### src/rtl/AXI_define.sv
// Shared AXI4-Lite definitions: response codes, direction-mode encoding and
// default bus widths used by every master port.
package AXI_define;

    localparam logic [1:0] AXI_RESP_OKAY   = 2'b00;
    localparam logic [1:0] AXI_RESP_SLVERR = 2'b10;
    localparam logic [1:0] AXI_RESP_DECERR = 2'b11;

    localparam int AXI_ADDR_BITS = 32;
    localparam int AXI_DATA_BITS = 32;

    typedef enum logic [1:0] {
        IDLE = 2'd0,
        RD   = 2'd1,
        WR   = 2'd2
    } axi_dir_e;

endpackage

### src/rtl/axi_outstanding_ctr.sv
// Saturating up/down counter of in-flight AXI transactions; simultaneous
// increment and decrement leave the count unchanged.
module axi_outstanding_ctr #(
    parameter int MAX = 2
) (
    input  logic                         clk,
    input  logic                         rst_n,
    input  logic                         inc,
    input  logic                         dec,
    output logic [$clog2(MAX+1)-1:0]     count,
    output logic                         full,
    output logic                         empty
);

    localparam int CNT_W = $clog2(MAX + 1);

    assign full  = (count == CNT_W'(MAX));
    assign empty = (count == '0);

    always_ff @(posedge clk or negedge rst_n) begin
        if (!rst_n) begin
            count <= '0;
        end else if (inc && !dec && !full) begin
            count <= count + 1'b1;
        end else if (dec && !inc && !empty) begin
            count <= count - 1'b1;
        end
    end

endmodule

### src/rtl/axi_lite_master_port.sv
// AXI4-Lite master port: turns a core valid/ready request stream into AXI
// reads/writes, one direction in flight at a time so responses stay in order.
module axi_lite_master_port
    import AXI_define::*;
#(
    parameter int ADDR_W   = AXI_ADDR_BITS,
    parameter int DATA_W   = AXI_DATA_BITS,
    parameter int MAX_OUT  = 2,
    parameter int WRITE_EN = 1
) (
    input  logic                  ACLK,
    input  logic                  ARESETn,
    input  logic                  req_valid,
    output logic                  req_ready,
    input  logic                  req_write,
    input  logic [ADDR_W-1:0]     req_addr,
    input  logic [DATA_W-1:0]     req_wdata,
    input  logic [DATA_W/8-1:0]   req_wstrb,
    output logic                  rsp_valid,
    output logic                  rsp_write,
    output logic [DATA_W-1:0]     rsp_rdata,
    output logic                  rsp_err,
    output logic [ADDR_W-1:0]     ARADDR,
    output logic                  ARVALID,
    input  logic                  ARREADY,
    input  logic [DATA_W-1:0]     RDATA,
    input  logic [1:0]            RRESP,
    input  logic                  RVALID,
    output logic                  RREADY,
    output logic [ADDR_W-1:0]     AWADDR,
    output logic                  AWVALID,
    input  logic                  AWREADY,
    output logic [DATA_W-1:0]     WDATA,
    output logic [DATA_W/8-1:0]   WSTRB,
    output logic                  WVALID,
    input  logic                  WREADY,
    input  logic [1:0]            BRESP,
    input  logic                  BVALID,
    output logic                  BREADY
);

    localparam int CNT_W = $clog2(MAX_OUT + 1);

    logic [CNT_W-1:0] cnt;
    logic             cnt_full;
    logic             cnt_empty;
    axi_dir_e         dir_reg;
    logic             ready_reg;
    logic             eff_write;
    logic             mode_ok;
    logic             ar_free;
    logic             aw_free;
    logic             w_free;
    logic             accept;
    logic             rd_hs;
    logic             wr_hs;
    logic             pending;

    assign eff_write = (WRITE_EN != 0) && req_write;
    assign mode_ok   = (dir_reg == IDLE) || ((dir_reg == WR) == eff_write);
    assign ar_free   = !ARVALID || ARREADY;
    assign aw_free   = !AWVALID || AWREADY;
    assign w_free    = !WVALID || WREADY;
    assign pending   = ARVALID || AWVALID || WVALID;

    // Combinational from the READY inputs so back-to-back issue needs no bubble.
    assign req_ready = ARESETn && !cnt_full && mode_ok &&
                       (eff_write ? (aw_free && w_free) : ar_free);
    assign accept    = req_valid && req_ready;

    assign rd_hs = RVALID && ready_reg && (dir_reg == RD) && !cnt_empty;
    assign wr_hs = (WRITE_EN != 0) && BVALID && ready_reg && (dir_reg == WR) && !cnt_empty;

    assign RREADY = ready_reg;
    assign BREADY = ready_reg;

    axi_outstanding_ctr #(
        .MAX   (MAX_OUT)
    ) u_ctr (
        .clk   (ACLK),
        .rst_n (ARESETn),
        .inc   (accept),
        .dec   (rd_hs || wr_hs),
        .count (cnt),
        .full  (cnt_full),
        .empty (cnt_empty)
    );

    always_ff @(posedge ACLK or negedge ARESETn) begin
        if (!ARESETn) begin
            dir_reg   <= IDLE;
            ready_reg <= 1'b0;
        end else begin
            ready_reg <= 1'b1;
            if (accept) begin
                dir_reg <= eff_write ? WR : RD;
            end else if (dir_reg != IDLE && cnt_empty && !pending) begin
                dir_reg <= IDLE;
            end
        end
    end

    always_ff @(posedge ACLK or negedge ARESETn) begin
        if (!ARESETn) begin
            ARVALID <= 1'b0;
            ARADDR  <= '0;
        end else if (accept && !eff_write) begin
            ARVALID <= 1'b1;
            ARADDR  <= req_addr;
        end else if (ARREADY) begin
            ARVALID <= 1'b0;
        end
    end

    always_ff @(posedge ACLK or negedge ARESETn) begin
        if (!ARESETn) begin
            rsp_valid <= 1'b0;
            rsp_write <= 1'b0;
            rsp_rdata <= '0;
            rsp_err   <= 1'b0;
        end else begin
            rsp_valid <= rd_hs || wr_hs;
            rsp_write <= wr_hs;
            rsp_rdata <= (rd_hs && RRESP == AXI_RESP_OKAY) ? RDATA : '0;
            rsp_err   <= (rd_hs && RRESP != AXI_RESP_OKAY) ||
                         (wr_hs && BRESP != AXI_RESP_OKAY);
        end
    end

    generate
        if (WRITE_EN != 0) begin : g_write
            // AW and W retire independently; a new write only lands once both are free.
            always_ff @(posedge ACLK or negedge ARESETn) begin
                if (!ARESETn) begin
                    AWVALID <= 1'b0;
                    WVALID  <= 1'b0;
                    AWADDR  <= '0;
                    WDATA   <= '0;
                    WSTRB   <= '0;
                end else if (accept && eff_write) begin
                    AWVALID <= 1'b1;
                    WVALID  <= 1'b1;
                    AWADDR  <= req_addr;
                    WDATA   <= req_wdata;
                    WSTRB   <= req_wstrb;
                end else begin
                    if (AWREADY) AWVALID <= 1'b0;
                    if (WREADY)  WVALID  <= 1'b0;
                end
            end
        end else begin : g_read_only
            logic unused_write;
            assign unused_write = ^{req_wdata, req_wstrb};
            assign AWVALID = 1'b0;
            assign WVALID  = 1'b0;
            assign AWADDR  = '0;
            assign WDATA   = '0;
            assign WSTRB   = '0;
        end
    endgenerate

    a_no_orphan_rsp: assert property (@(posedge ACLK) disable iff (!ARESETn)
        !((RVALID || BVALID) && cnt_empty));

endmodule
### config.mk
export PLATFORM = sky130hd
export DESIGN_NAME = axi_lite_master_port
export DESIGN_NICKNAME = d
export VERILOG_FILES = /design/src/rtl/AXI_define.sv /design/src/rtl/axi_outstanding_ctr.sv /design/src/rtl/axi_lite_master_port.sv
export SDC_FILE = /design/constraint.sdc
export NUM_CORES = 1
export LEC_CHECK = 0
export ABC_AREA = 1
export CORE_ASPECT_RATIO = 0.9
export CORE_MARGIN = 10
export CORE_UTILIZATION = 38
export CTS_BUF_LIST = sky130_fd_sc_hd__clkbuf_8
export CTS_CLUSTER_DIAMETER = 150
export DETAILED_ROUTE_END_ITERATION = 12
export PLACE_DENSITY = 0.76
export SYNTH_ARGS = -nofsm -noshare
export SYNTH_HDL_FRONTEND = slang
export SYNTH_SLANG_ARGS = --single-unit
export TNS_END_PERCENT = 1
### constraint.sdc
create_clock -name ACLK -period 1.5 [get_ports ACLK]
set_input_delay 0.15 -clock ACLK [delete_from_list [all_inputs] [get_ports ACLK]]
set_output_delay 0.15 -clock ACLK [all_outputs]
set_load 0.03 [all_outputs]
==> results by group <==
Run
  • Max Cap Viol: 0

Setup path
  • Setup crit start kind: register
  • Worst path cell trace: inv_2, nand2_2, nand2_2, nand2_2, buf_6, inv_4, nor2_4, buf_6, buf_6
  • Crit path largest cell delay: around 430 ps
  • CP endpoint kind: primary output
  • CP endpoint: req_ready
  • CP max FO: 3
  • Buf/Inv on CP: 5
  • Reg2Reg Setup Slack: -110 ps
  • WP data arrival: between 1500 and 2000 ps
  • Critical path class: register to primary output
  • R2R depth: 14
  • RR Endpoint: u_ctr.count[1]
  • CP max stage cell: dfrtp_1
  • CP top delay family: buffers and inverters
  • Startpoint of the worst-slack reg-to-reg timing path: dir_reg[0]
  • Launch point of the worst path: dir_reg[0]
  • Worst Path Required: around 1400 ps
  • Stages on the worst setup path: 9

Timing
  • Post-layout minimum cycle time: 1741 ps
  • RSZ-0062 raised after global routing: yes
  • Worst slew pin tran: around 780 ps
  • Relative slew slack: 0.4830
  • Tcrit/Tclk final: 1.161
  • Hold Slack: 218.6 ps
  • Setup ws final: -241.3 ps
  • Fin. max-slew vios: 0
  • Setup_tns: -6286 ps
  • Final setup fails: approximately 110
  • FMAX: between 500 and 600 MHz
  • Hold Fails Final Rpt: 0
  • Max Clock Skew: about 11 ps

Clocking
  • Clock sinks: between 100 and 150
  • Htree depth: 4
  • Bufs on Longest Clock Path: 2
  • CTS root buf: clkbuf_8
  • CTS tree: built
  • Clock insertion delay at the later pin of the skew report: approximately 440 ps
  • CTS buffer count: 17
  • CTS clock-pin slew for the worst setup and hold paths: approximately 80 ps

Global route
  • Total global routing overflow: 0
  • Largest net degree at the start of global routing: approximately 140
  • Overall routing resource usage: 0.1673
  • Vias in the first global route: 4716
  • First-pass GRT wire length: ~26000 µm
  • Initial antenna violation count: 0

Power
  • Pwr dens: ~1900 mW/mm²
  • Leakage: between 4 and 5 nW
  • Worst vdd ir: between 0.8 and 0.9 mV

Placed design
  • Inst Count DP: ~1000
  • I/O Buffers: 253
  • Final GP Congestion: between 0.7 and 0.8
  • DP Area: just over 0.008 mm²
  • Pre-CTS WS: -215.3 ps
  • Dpl hpwl: 12170 µm

Synthesis
  • YS warnings: 0
  • Most common cell in the netlist: nand2_1
  • Area share of the largest cell type after synthesis: 0.6588
  • Async SR Flop Fraction: 1.000
  • Top post-synthesis cells by area: dfrtp_1 66%, nand2_1 12%, inv_1 5.3%, nand3_1 3.7%, o21ai_1 3.4%
  • Netlist cell types: 20
  • Mean post-synth cell area: around 9.5 µm²
  • Yosys reg bits: roughly 140
  • Seq/Total Area, Yosys: 0.6588
  • Dominant synthesized flop cell: dfrtp_1
  • Post-Syn Area: 0.005431 mm²
  • Post-synth top cells: 167 x nand2_1, 143 x dfrtp_1, 76 x inv_1
  • Mapped Nets: about 680
  • Yosys top cell by area: dfrtp_1
  • Post-synth EDFFs: 0
  • Synthesized netlist cell count: ~570

Layout
  • Final std cells w/o fill: between 1000 and 1500
  • # diodes: 0
  • Final Cell Area: approximately 0.0086 mm²
  • Nets: about 950
  • Area growth from synthesis to layout: 57.50%
  • Share of layout cells above drive strength 1: 0.09272

Detailed routing
  • WL/cell: 15.66 µm
  • Vias: 4587
  • Vias/cell: 4.389
  • 1st-pass router iterations: 4
  • Remaining antenna violation count: 0
  • Drt first-iter violations: about 230
  • Residual DRC: 0
  • Final wirelength: approximately 16000 µm

Floorplanning
  • Core Box Area: around 0.014 mm²
  • Initial Util: 0.3878
  • Row count: 41
  • DIE HEIGHT: between 100 and 150 µm
  • Top Ports: 254
  • Die outline width: around 150 µm
  • Full die area: about 0.019 mm²

Hold path
  • HP Class: input port to register
  • WHS Path Cells: 3

Status
  • Status: finished, violations left
  • Failing checks: setup timing
## stage by stage
step / power, mW / util
after global placement: 14.33 / 0.5883
after global routing: 17.34 / 0.6108
after floorplan: 10.46 / -
final: 16.32 / 0.6108
after detailed placement: 14.47 / 0.5883
after CTS: 16.49 / 0.6089
## layer usage
layer  routed length (µm)  track usage  vias up
met1                 6563       0.1902     2113
met5                    0            0        -
met2                 7777       0.2707      177
met4                  176      0.04556        0
met3                 1847      0.08869       13
li1                     -            -     2284
## layout make-up
cell class	count	area [µm²]
Clock buffer	21	289.0
Clock inverter	11	91.34
Fill cell	1221	5450
Inverter	79	301.5
Multi-Input combinational cell	319	1409
Sequential cell	143	3582
Tap cell	193	241.5
Timing Repair Buffer	279	2640
## worst reg2reg max path, delay by kind of cell (launching register included)
family | cells | cell delay, ps
simple gates | 8 | 560
buf+inv | 6 | 580
flops | 1 | 430
## cells by family after synthesis
kind of cell           after synthesis  synth area share
AO/OA/AOI/OAI                       67           0.06358
buffers and inverters              109           0.09076
flip-flops                         143            0.6588
other                                1         0.0006904
AND/OR/NAND/NOR                    251            0.1861
## report_power, final
group          total [mW]  internal [mW]  leakage (nW)  switching [mW]
clock                2.90           1.47         0.192            1.44
sequential           6.01           5.28          1.83           0.731
combinational        7.40           2.50          2.76            4.90
total                16.3           9.25          4.78            7.07
## cell usage in the layout, fill, tap and decap left out, types with 7 or more instances in the layout
| cell type | instances |
|---|---|
| o21ai_1 | 43 |
| nand2_2 | 7 |
| buf_4 | 17 |
| dlygate4sd2_1 | 140 |
| clkbuf_8 | 21 |
| dfrtp_1 | 140 |
| nand2_1 | 159 |
| nor2_1 | 37 |
| inv_1 | 77 |
| nand3_1 | 40 |
| clkdlybuf4s50_1 | 111 |
| o21ai_0 | 21 |
## worst min-delay path by stage
stage,startpoint,to,slack (ps)
after CTS,RDATA[26],rsp_rdata[26],190
after global routing,RDATA[26],rsp_rdata[26],190
after floorplan,ARESETn,ARADDR[0],-150
after global placement,ARESETn,WDATA[30],350
after detailed placement,ARESETn,rsp_rdata[6],350
final,RDATA[26],rsp_rdata[26],220
## repair_timing
item,in CTS,in global routing
endpoints found under the setup margin,241,108
endpoints found under the hold margin,143,0
buffers inserted,6,0
gates resized for setup,152,11
pin swaps,6,2
hold buffers,1,0
(Power assumes the default switching activity.)
